## config.mk

```make
export PLATFORM = sky130hd
export DESIGN_NAME = vga_sync_receiver
export DESIGN_NICKNAME = d
export VERILOG_FILES = /design/src/rtl/vga_timing_pkg.sv /design/src/rtl/vga_rx_checksum.sv /design/src/rtl/vga_sync_receiver.sv
export SDC_FILE = /design/constraint.sdc
export NUM_CORES = 1
export LEC_CHECK = 0
export CAP_MARGIN = 20
export CORE_MARGIN = 2
export CORE_UTILIZATION = 47
export DETAILED_ROUTE_END_ITERATION = 16
export PLACE_DENSITY = 0.72
export SLEW_MARGIN = 20
export SYNTH_ARGS = -nofsm -noshare
export SYNTH_HDL_FRONTEND = slang
export SYNTH_SLANG_ARGS = --single-unit
```

## constraint.sdc

```tcl
create_clock -name clk -period 3.4 [get_ports clk]
set_input_delay 0.68 -clock clk [delete_from_list [all_inputs] [get_ports clk]]
set_output_delay 0.68 -clock clk [all_outputs]
set_load 0.05 [all_outputs]
```

## src/rtl/vga_timing_pkg.sv

```systemverilog
// rtl/vga_timing_pkg.sv - 640x480 VGA timing constants and receiver FSM encoding
package vga_timing_pkg;

  localparam int VGA_H_VISIBLE = 640;
  localparam int VGA_H_FP      = 16;
  localparam int VGA_H_SYNC    = 96;
  localparam int VGA_H_BP      = 48;
  localparam int VGA_H_TOTAL   = 800;

  localparam int VGA_V_VISIBLE = 480;
  localparam int VGA_V_FP      = 10;
  localparam int VGA_V_SYNC    = 2;
  localparam int VGA_V_BP      = 33;
  localparam int VGA_V_TOTAL   = 525;

  typedef enum logic [1:0] {
    ST_SEARCH  = 2'd0,
    ST_MEASURE = 2'd1,
    ST_LOCKED  = 2'd2
  } rx_state_t;

endpackage

```

## src/rtl/vga_rx_checksum.sv

```systemverilog
// rtl/vga_rx_checksum.sv - rotate/xor frame signature over the visible pixels
module vga_rx_checksum
  import vga_timing_pkg::*;
#(
  parameter int H_VISIBLE = VGA_H_VISIBLE,
  parameter int V_VISIBLE = VGA_V_VISIBLE
) (
  input  logic        clk,
  input  logic        rst,
  input  logic        pixel_valid,
  input  logic        frame_start,
  input  logic [11:0] pix_rgb,
  input  logic [9:0]  x,
  input  logic [9:0]  y,
  output logic [15:0] frame_sig,
  output logic        sig_valid
);

  localparam logic [9:0] X_LAST = 10'(H_VISIBLE - 1);
  localparam logic [9:0] Y_LAST = 10'(V_VISIBLE - 1);

  logic [15:0] sig;
  logic [15:0] sig_nxt;

  // Clearing at frame_start folds the first pixel into a zero signature.
  always_comb begin
    sig_nxt = {sig[14:0], sig[15]} ^ {4'h0, pix_rgb};
    if (frame_start) begin
      sig_nxt = {4'h0, pix_rgb};
    end
  end

  always_ff @(posedge clk or posedge rst) begin
    if (rst) begin
      sig       <= '0;
      frame_sig <= '0;
      sig_valid <= 1'b0;
    end else begin
      sig_valid <= 1'b0;
      if (pixel_valid) begin
        sig <= sig_nxt;
        if (x == X_LAST && y == Y_LAST) begin
          frame_sig <= sig_nxt;
          sig_valid <= 1'b1;
        end
      end
    end
  end

endmodule

```

## src/rtl/vga_sync_receiver.sv

```systemverilog
// rtl/vga_sync_receiver.sv - VGA sync lock, pixel coordinate recovery and timing fault flags
// Frame signature logic is built only when VGA_RX_FRAME_SIG_EN is defined.
module vga_sync_receiver
  import vga_timing_pkg::*;
#(
  parameter int H_VISIBLE = VGA_H_VISIBLE,
  parameter int H_TOTAL   = VGA_H_TOTAL,
  parameter int H_SYNC    = VGA_H_SYNC,
  parameter int H_BP      = VGA_H_BP,
  parameter int V_VISIBLE = VGA_V_VISIBLE,
  parameter int V_TOTAL   = VGA_V_TOTAL,
  parameter int V_SYNC    = VGA_V_SYNC,
  parameter int V_BP      = VGA_V_BP
) (
  input  logic        clk,
  input  logic        rst,
  input  logic        hsync,
  input  logic        vsync,
  input  logic [3:0]  red,
  input  logic [3:0]  green,
  input  logic [3:0]  blue,
  output logic [11:0] pix_rgb,
  output logic [9:0]  x,
  output logic [9:0]  y,
  output logic        pixel_valid,
  output logic        frame_start,
  output logic        locked,
  output logic        h_err,
  output logic        v_err,
  output logic [7:0]  frame_count,
  output logic [15:0] frame_sig,
  output logic        sig_valid
);

  localparam logic [10:0] H_SAT   = 11'(2 * H_TOTAL - 1);
  localparam logic [10:0] H_LAST  = 11'(H_TOTAL - 1);
  localparam logic [10:0] H_START = 11'(H_SYNC + H_BP);
  localparam logic [10:0] H_END   = 11'(H_SYNC + H_BP + H_VISIBLE);
  localparam logic [9:0]  V_START = 10'(V_SYNC + V_BP);
  localparam logic [9:0]  V_END   = 10'(V_SYNC + V_BP + V_VISIBLE);
  localparam logic [9:0]  V_FULL  = 10'(V_TOTAL);
  localparam logic [9:0]  V_SAT   = 10'h3FF;

  logic        hs_r, vs_r, hs_rr, vs_rr;
  logic [11:0] rgb_r;
  logic        hs_fall, vs_fall;
  logic [10:0] h_cnt, h_pos;
  logic [9:0]  v_line, v_pos;
  logic        h_seen;
  logic        line_fault, frame_fault;
  rx_state_t   state, state_nxt;
  logic        locked_d, h_err_d, v_err_d;
  logic        pv_d, fs_d;
  logic [9:0]  x_d, y_d;

  always_ff @(posedge clk or posedge rst) begin
    if (rst) begin
      hs_r  <= 1'b0;
      vs_r  <= 1'b0;
      hs_rr <= 1'b0;
      vs_rr <= 1'b0;
      rgb_r <= '0;
    end else begin
      hs_r  <= hsync;
      vs_r  <= vsync;
      hs_rr <= hs_r;
      vs_rr <= vs_r;
      rgb_r <= {red, green, blue};
    end
  end

  assign hs_fall = hs_rr & ~hs_r;
  assign vs_fall = vs_rr & ~vs_r;

  // h_pos/v_pos are the counts belonging to the pixel currently in stage 1.
  always_comb begin
    if (hs_fall)               h_pos = '0;
    else if (h_cnt == H_SAT)   h_pos = H_SAT;
    else                       h_pos = h_cnt + 11'd1;

    if (vs_fall)                         v_pos = '0;
    else if (hs_fall && v_line != V_SAT) v_pos = v_line + 10'd1;
    else                                 v_pos = v_line;
  end

  always_ff @(posedge clk or posedge rst) begin
    if (rst) begin
      h_cnt  <= '0;
      v_line <= '0;
      h_seen <= 1'b0;
    end else begin
      h_cnt  <= h_pos;
      v_line <= v_pos;
      if (hs_fall) begin
        h_seen <= 1'b1;
      end
    end
  end

  assign line_fault  = (hs_fall && h_seen && h_cnt != H_LAST) ||
                       (h_pos == H_SAT && h_cnt != H_SAT);
  assign frame_fault = vs_fall && (v_line != V_FULL);

  always_ff @(posedge clk or posedge rst) begin
    if (rst) state <= ST_SEARCH;
    else     state <= state_nxt;
  end

  always_comb begin
    state_nxt = state;
    unique case (state)
      ST_SEARCH: begin
        if (vs_fall) state_nxt = ST_MEASURE;
      end
      ST_MEASURE: begin
        if (line_fault)                         state_nxt = ST_SEARCH;
        else if (vs_fall && v_line == V_FULL)   state_nxt = ST_LOCKED;
      end
      ST_LOCKED: begin
        if (line_fault || frame_fault) state_nxt = ST_SEARCH;
      end
      default: state_nxt = ST_SEARCH;
    endcase
  end

  always_comb begin
    locked_d = (state == ST_LOCKED);
    h_err_d  = locked_d && line_fault;
    v_err_d  = locked_d && frame_fault;
  end

  always_comb begin
    pv_d = locked_d && (h_pos >= H_START) && (h_pos < H_END) &&
           (v_pos >= V_START) && (v_pos < V_END);
    x_d  = '0;
    y_d  = '0;
    if (pv_d) begin
      x_d = 10'(h_pos - H_START);
      y_d = v_pos - V_START;
    end
    fs_d = pv_d && (x_d == '0) && (y_d == '0);
  end

  // Stage 2: every output is registered here, two clocks after the pins.
  always_ff @(posedge clk or posedge rst) begin
    if (rst) begin
      pix_rgb     <= '0;
      x           <= '0;
      y           <= '0;
      pixel_valid <= 1'b0;
      frame_start <= 1'b0;
      locked      <= 1'b0;
      h_err       <= 1'b0;
      v_err       <= 1'b0;
      frame_count <= '0;
    end else begin
      pix_rgb     <= rgb_r;
      x           <= x_d;
      y           <= y_d;
      pixel_valid <= pv_d;
      frame_start <= fs_d;
      locked      <= locked_d;
      h_err       <= h_err_d;
      v_err       <= v_err_d;
      if (fs_d) begin
        frame_count <= frame_count + 8'd1;
      end
    end
  end

`ifdef VGA_RX_FRAME_SIG_EN
  vga_rx_checksum #(
    .H_VISIBLE(H_VISIBLE),
    .V_VISIBLE(V_VISIBLE)
  ) u_checksum (
    .clk        (clk),
    .rst        (rst),
    .pixel_valid(pixel_valid),
    .frame_start(frame_start),
    .pix_rgb    (pix_rgb),
    .x          (x),
    .y          (y),
    .frame_sig  (frame_sig),
    .sig_valid  (sig_valid)
  );
`else
  assign frame_sig = '0;
  assign sig_valid = 1'b0;
`endif

endmodule

```

# After elaboration in Yosys (flattened, before gate mapping)
# Index checks and enable logic that the tools add are counted.
# W data, S select, Z words.
[word_totals] input_bits=16 output_inout_bits=62 word_cells=74 regBits=85
[op_classes] eq_ne=12 n_addsub=5 bitwise_logic=4 reduce_logical=20 muxes=11 order_cmp=4
[ops] operator="$mux W10" n=4
[ops] operator="$eq A11 B11 Y1 const B" n=2
[ops] operator="$mux W11" n=2
[ops] operator="$logic_not A10 Y1" n=2
[ops] operator="$ne A10 B10 Y1 const B" n=2
[ops] operator="$logic_and A1 B1 Y1" n=14
[ops] operator="$add A11 B1 Y11 const B" n=1
[ops] operator="$ge A11 B8 Y1 const B" n=1
[ops] operator="$lt A11 B10 Y1 const B" n=1
[ops] operator="$ne A11 B10 Y1 const B" n=1
[ops] operator="$ne A11 B11 Y1 const B" n=1
[ops] operator="$add A10 B1 Y10 const B" n=1
[ops] operator="$eq A10 B10 Y1 const B" n=1
[ops] operator="$ge A10 B6 Y1 const B" n=1
[ops] operator="$lt A10 B10 Y1 const B" n=1
[ops] operator="$sub A10 B6 Y10 const B" n=1
[ops] operator="$sub A10 B8 Y10 const B" n=1
[ops] operator="$add A8 B1 Y8 const B" n=1
[ops] operator="$mux W2" n=4
[ops] operator="$pmux W2 S3" n=1
[ops] operator="$ne A3 B3 Y1 const B" n=1
[ops] operator="$reduce_and A3 Y1" n=1
[ops] operator="$and A1 B1 Y1" n=2
[ops] operator="$eq A2 B1 Y1 const B" n=1
[ops] operator="6 further kinds" n=8

# Logic depth before layout (Yosys ltp)
[logic_depth] word_depth=12 ltp_mapped=15 depth_no_buf=14

# Least setup slack after synthesis
# No wires, ideal clock.
[synth_path] path_kind="register to register" from="reg v_line[1]" to="reg frame_count[1]" t_required_ps=3273 setup_slack_ps=-60 setup_ps=127 arrival_time_ps=3332 n_path_buf=1 period_less_slack_ps=3460 stages_incl_launch_ff=15 cell_sequence="dfrtp_1 -> ha_1 -> and4_1 -> clkbuf_1 -> a31oi_1 -> mux2i_1 -> and2_1 -> ha_1 -> inv_1 -> o31ai_2 -> o311ai_1 -> xnor2_1 -> o21ai_0 -> nor4_4 -> mux2_1"
[synth_between] elab_chain_len=11 word_cells_on_any_way=16 classes_between="add/sub: 2; order compare: 2; eq/ne: 1; mux: 4; reduce/logical: 7"
[synth_rtl] item="from (decl)" line_no="vga_sync_receiver.sv:48" rtl="logic [9:0] v_line, v_pos;"
[synth_rtl] item="from (signal assigned)" line_no="vga_sync_receiver.sv:93" rtl="v_line <= v_pos;"
[synth_rtl] item="branches (longest 2 deep; another with $add A10 B1 Y10)"
[synth_rtl] item="$mux W10 *" line_no="vga_sync_receiver.sv:82" rtl="else if (hs_fall && v_line != V_SAT) v_pos = v_line + 10'd1;"
[synth_rtl] item="$mux W10 *" line_no="vga_sync_receiver.sv:81" rtl="if (vs_fall) v_pos = '0;"
[synth_rtl] item="net v_pos[1]" line_no="vga_sync_receiver.sv:48"
[synth_rtl] item="$ge A10 B6 Y1" line_no="vga_sync_receiver.sv:134" rtl="(v_pos >= V_START) && (v_pos < V_END);"
[synth_rtl] item="$logic_and A1 B1 Y1" line_no="vga_sync_receiver.sv:133" rtl="pv_d = locked_d && (h_pos >= H_START) && (h_pos < H_END) &&"
[synth_rtl] item="$logic_and A1 B1 Y1" line_no="vga_sync_receiver.sv:134"
[synth_rtl] item="$mux W10" line_no="vga_sync_receiver.sv:137" rtl="if (pv_d) begin"
[synth_rtl] item="$logic_not A10 Y1" line_no="vga_sync_receiver.sv:141" rtl="fs_d = pv_d && (x_d == '0) && (y_d == '0);"
[synth_rtl] item="$logic_and A1 B1 Y1" line_no="vga_sync_receiver.sv:141"
[synth_rtl] item="$logic_and A1 B1 Y1 *" line_no="vga_sync_receiver.sv:141"
[synth_rtl] item="net fs_d" line_no="vga_sync_receiver.sv:53" rtl="logic pv_d, fs_d;"
[synth_rtl] item="to (signal assigned)" line_no="vga_sync_receiver.sv:166" rtl="frame_count <= frame_count + 8'd1;"
[synth_rtl] item="to (decl)" line_no="vga_sync_receiver.sv:30" rtl="output logic [7:0] frame_count,"
# Mark *: on every way through the listed nets, which the timed path passes.
# A chain may end at the register's enable or synchronous reset.

# Worst setup path in the final report
[layout_path] from="reg v_line[0]" to="reg frame_count[1]"
# The elaborated chain is that of the path after synthesis.

==> metrics.log <==
[metrics] Place WS: 0.0449 ns
[metrics] layout-stage area growth over the synthesis result: 28.5%
[metrics] nature of the critical path startpoint: flip-flop
[metrics] cells after synthesis: between 300 and 400
[metrics] area of the placeable core: 0.00822 sq mm
[metrics] count of distinct cell types in the synthesized netlist: 59
[metrics] largest vdd supply drop: 232 uV
[metrics] synth warn: 0
[metrics] number of enable-type register cells in the synthesized netlist: 0
[metrics] Worst slew margin: around half
[metrics] multiplexer fraction of the synthesized cell area: approximately 1.0%
[metrics] clock latency reported for the late side of the worst-skew pair: 0.36 ns
[metrics] area of the mapped netlist: approximately 0.0040 sq mm
[metrics] number of endpoints with negative hold slack in the final report: 0
[metrics] DRC errors left: 0
[metrics] arithmetic-cell share of the synthesized area counting full adders, half adders and majority gates: under 10%
[metrics] maximum buffer depth of the clock tree: 2
[metrics] cell area after layout: roughly 0.0051 sq mm
[metrics] number of top-level pins: 78
[metrics] largest family of logic cells by synthesized area: simple AND/OR/NAND/NOR gates
[metrics] largest driver fanout on the critical path: 5
[metrics] share of synthesized cell area in and, or, nand and nor gates: between 10% and 20%
[metrics] number of sinks driven by the clock tree: 85
[metrics] number of antenna cells inserted: 0
[metrics] final critical-path share of the clock period: between 90% and 100%
[metrics] kind of critical path: flip-flop to flip-flop
[metrics] clock period minus final worst setup slack: approximately 3.2 ns
[metrics] maximum number of pins on one net before global-route repair: 44
[metrics] vias after detailed routing: roughly 3,100
[metrics] DR WL/cell: roughly 16 microns
[metrics] required time of the critical path: 3.64 ns
[metrics] max-cap violations: 0
[metrics] part of the Yosys area used for sequential elements: between 50 and 60%
[metrics] crit path from: v_line[0]
[metrics] Max Clock Freq: 311 MHz
[metrics] Power, Total: 2.27 mW
[metrics] fraction of final layout cells sized beyond drive strength 1: between 15 and 20%
[metrics] Critical Path End: frame_count[1]
[metrics] number of buffers inserted by port buffering: 60
[metrics] Die W: 96.1 microns
[metrics] Post-Place Cell Area: between 0.004 and 0.005 sq mm
[metrics] PwrDens: about 440 mW/mm^2
[metrics] die span in y: a little under 100 microns
[metrics] Num CTS Buffers: 9
[metrics] Detailed Route Iter0 Violations: 229
[metrics] residual antenna-violating net count after detailed routing: 0
[metrics] maximum level of the CTS H-tree: 3
[metrics] number of placement rows: 33
[metrics] FF-to-FF setup slack: 0.19 ns
[metrics] post-DP HPWL: approximately 6400 microns
[metrics] cells on worst reg2reg path: 11
[metrics] predominant post-synthesis flop cell: sky130_fd_sc_hd__dfrtp_1
[metrics] die area: 0.00924 sq mm
[metrics] Reg2Reg Launch Point: v_line[0]
[metrics] clock slew seen by the registers of the worst setup and hold paths: about 0.090 ns
[metrics] CTS tree: done
[metrics] initial antenna violation count: 0
[metrics] via count of the first global-routing pass: 2,796
[metrics] most common library cell in the layout ignoring fill and taps: sky130_fd_sc_hd__dfrtp_1
[metrics] Slew Viols, Final: 0
[metrics] final worst-path setup slack: between 0.15 and 0.2 ns
[metrics] final-stage net count: 476
[metrics] proportion of register bits with asynchronous set or reset after synthesis: 100%
[metrics] Clock Tree Root: sky130_fd_sc_hd__clkbuf_8
[metrics] setup-violating endpoint count in the final report: 0
[metrics] total of flip-flops plus latches after synthesis: between 80 and 90
[metrics] endpoint arrival time on the critical path: 3.46 ns
[metrics] All-Layer GR Usage: about 20%
[metrics] cts-stage hold buffer count: 0
[metrics] category of the worst setup path capture point: flip-flop
[metrics] vias per inst: 5.44
[metrics] Overflow after GRT: 0
[metrics] routed wire length: between 8000 and 9000 microns
[metrics] Min-Delay Path Class: flip-flop to flip-flop
[metrics] post-synthesis compound-gate area fraction: between 10% and 20%
[metrics] Pleak: ~2.3 nW
[metrics] run status: finished clean
[metrics] commonest cells after routing, fill and taps aside: 85 x sky130_fd_sc_hd__dfrtp_1, 60 x sky130_fd_sc_hd__clkdlybuf4s50_1, 33 x sky130_fd_sc_hd__buf_4, 25 x sky130_fd_sc_hd__nor2_1, 22 x sky130_fd_sc_hd__nand2_1
[metrics] final weighted congestion of routability-driven global placement: a little under 0.9
[metrics] worst reg2reg path endpoint: frame_count[1]
[metrics] number of search-and-repair iterations in the first detailed-routing pass: 5
[metrics] wire length of the first global-routing pass: roughly 14,000 microns
[metrics] setup skew after layout: approximately 0.0077 ns
[metrics] Synth Area in XOR/XNOR: about 6.4%
[metrics] syn_area_per_cell: around 11 sq um
[metrics] Least-Margin Pin Slew: 0.743 ns
[metrics] initial standard-cell utilization of the core: 48.5%
## registers in the layout, indices dropped and copies added (netlist names)
signal,flops
hs_rr,1
locked,1
v_line,10
pixel_valid,1
x,10
hs_r,1
rgb_r,12
vs_r,1
frame_start,1
h_seen,1
v_err,1
frame_count,8
pix_rgb,12
vs_rr,1
h_err,1
state,2
y,10
h_cnt,11
## critical path: stages (launching register included)
cell and delay [ns]:
sky130_fd_sc_hd__dfrtp_1 0.39, sky130_fd_sc_hd__ha_2 0.19, sky130_fd_sc_hd__buf_4 0.14, sky130_fd_sc_hd__and2_1 0.21, sky130_fd_sc_hd__a2111oi_4 0.43, sky130_fd_sc_hd__mux2i_1 0.19, sky130_fd_sc_hd__nor3_2 0.34, sky130_fd_sc_hd__and4bb_1 0.26
sky130_fd_sc_hd__o2111ai_2 0.17, sky130_fd_sc_hd__nor4_4 0.30, sky130_fd_sc_hd__buf_6 0.16, sky130_fd_sc_hd__mux2_1 0.31
## logic make-up (layout without fill, tap and decap cells)
group / count (synthesis) / after routing
multiplexers: 4 / 4
flip-flops: 85 / 85
buffers and inverters: 48 / 124
XOR/XNOR: 29 / 29
AND/OR/NAND/NOR: 135 / 135
other: 1 / 17
AO/OA/AOI/OAI: 55 / 55
adder cells (fa/ha/maj): 8 / 8
## metrics by stage
step	setup TNS (ns)	std cells	util, %	hold slack [ns]
final	0	562	62.4	0.353
after global placement	0	541	58.7	0.332
after CTS	0	557	61.3	0.350
after global routing	-0.00736	562	62.4	0.357
after floorplan	0	381	-	0.331
after detailed placement	0	541	58.7	0.335
## area by class of cell
type / instances / area (sq um)
Clock inverter: 6 / 75.1
Multi-Input combinational cell: 248 / 1720
Clock buffer: 10 / 138
Timing Repair Buffer: 96 / 885
Inverter: 12 / 46.3
Tap cell: 105 / 131
Sequential cell: 85 / 2130
Fill cell: 658 / 3090
## how the worst min path moves through the flow
stage               startpoint     endpoint  slack [ns]  depth (start not counted)
finish                rgb_r[7]   pix_rgb[7]        0.35                          0
floorplan             rgb_r[0]   pix_rgb[0]        0.33                          0
detailed placement    rgb_r[7]   pix_rgb[7]        0.33                          0
global placement     rgb_r[10]  pix_rgb[10]        0.33                          0
CTS                   rgb_r[7]   pix_rgb[7]        0.35                          0
global route          rgb_r[7]   pix_rgb[7]        0.36                          0
## synth_stat cells (all sizes together), types with 7 or more instances
cell type  instances  area (sq um)
clkbuf            13          50.0
xnor2             21           184
nand2             22          82.6
nor2              25          93.8
buf               23           170
nand4             13          81.3
xor2               8          70.1
ha                 8           100
a21oi             13          65.1
a31oi              7          43.8
inv               12          45.0
dfrtp             85          2130
and2               7          43.8
nand3              9          45.0
nor2b             10          62.6
nor3              11          60.1
## layer usage
layer  vias to the layer above  GRT usage (%)  routed length [microns]
li1                       1435              -                        -
met1                      1491           29.1                     4100
met2                       123           31.0                     4190
met3                         9           4.31                      604
met4                         0           6.07                       86
met5                         -              0                        0
## where the power goes
part | internal (mW) | switching [mW]
logic | 0.162 | 0.247
clock network | 0.371 | 0.381
registers | 1.06 | 0.0483
total | 1.59 | 0.677
## repair_timing
action / 4_1_cts / 5_1_grt
endpoints found under the setup margin: 0 / 8
gates resized for setup: 0 / 12
buffers inserted: 0 / 4
No activity file was read; power rests on OpenSTA's default activity.
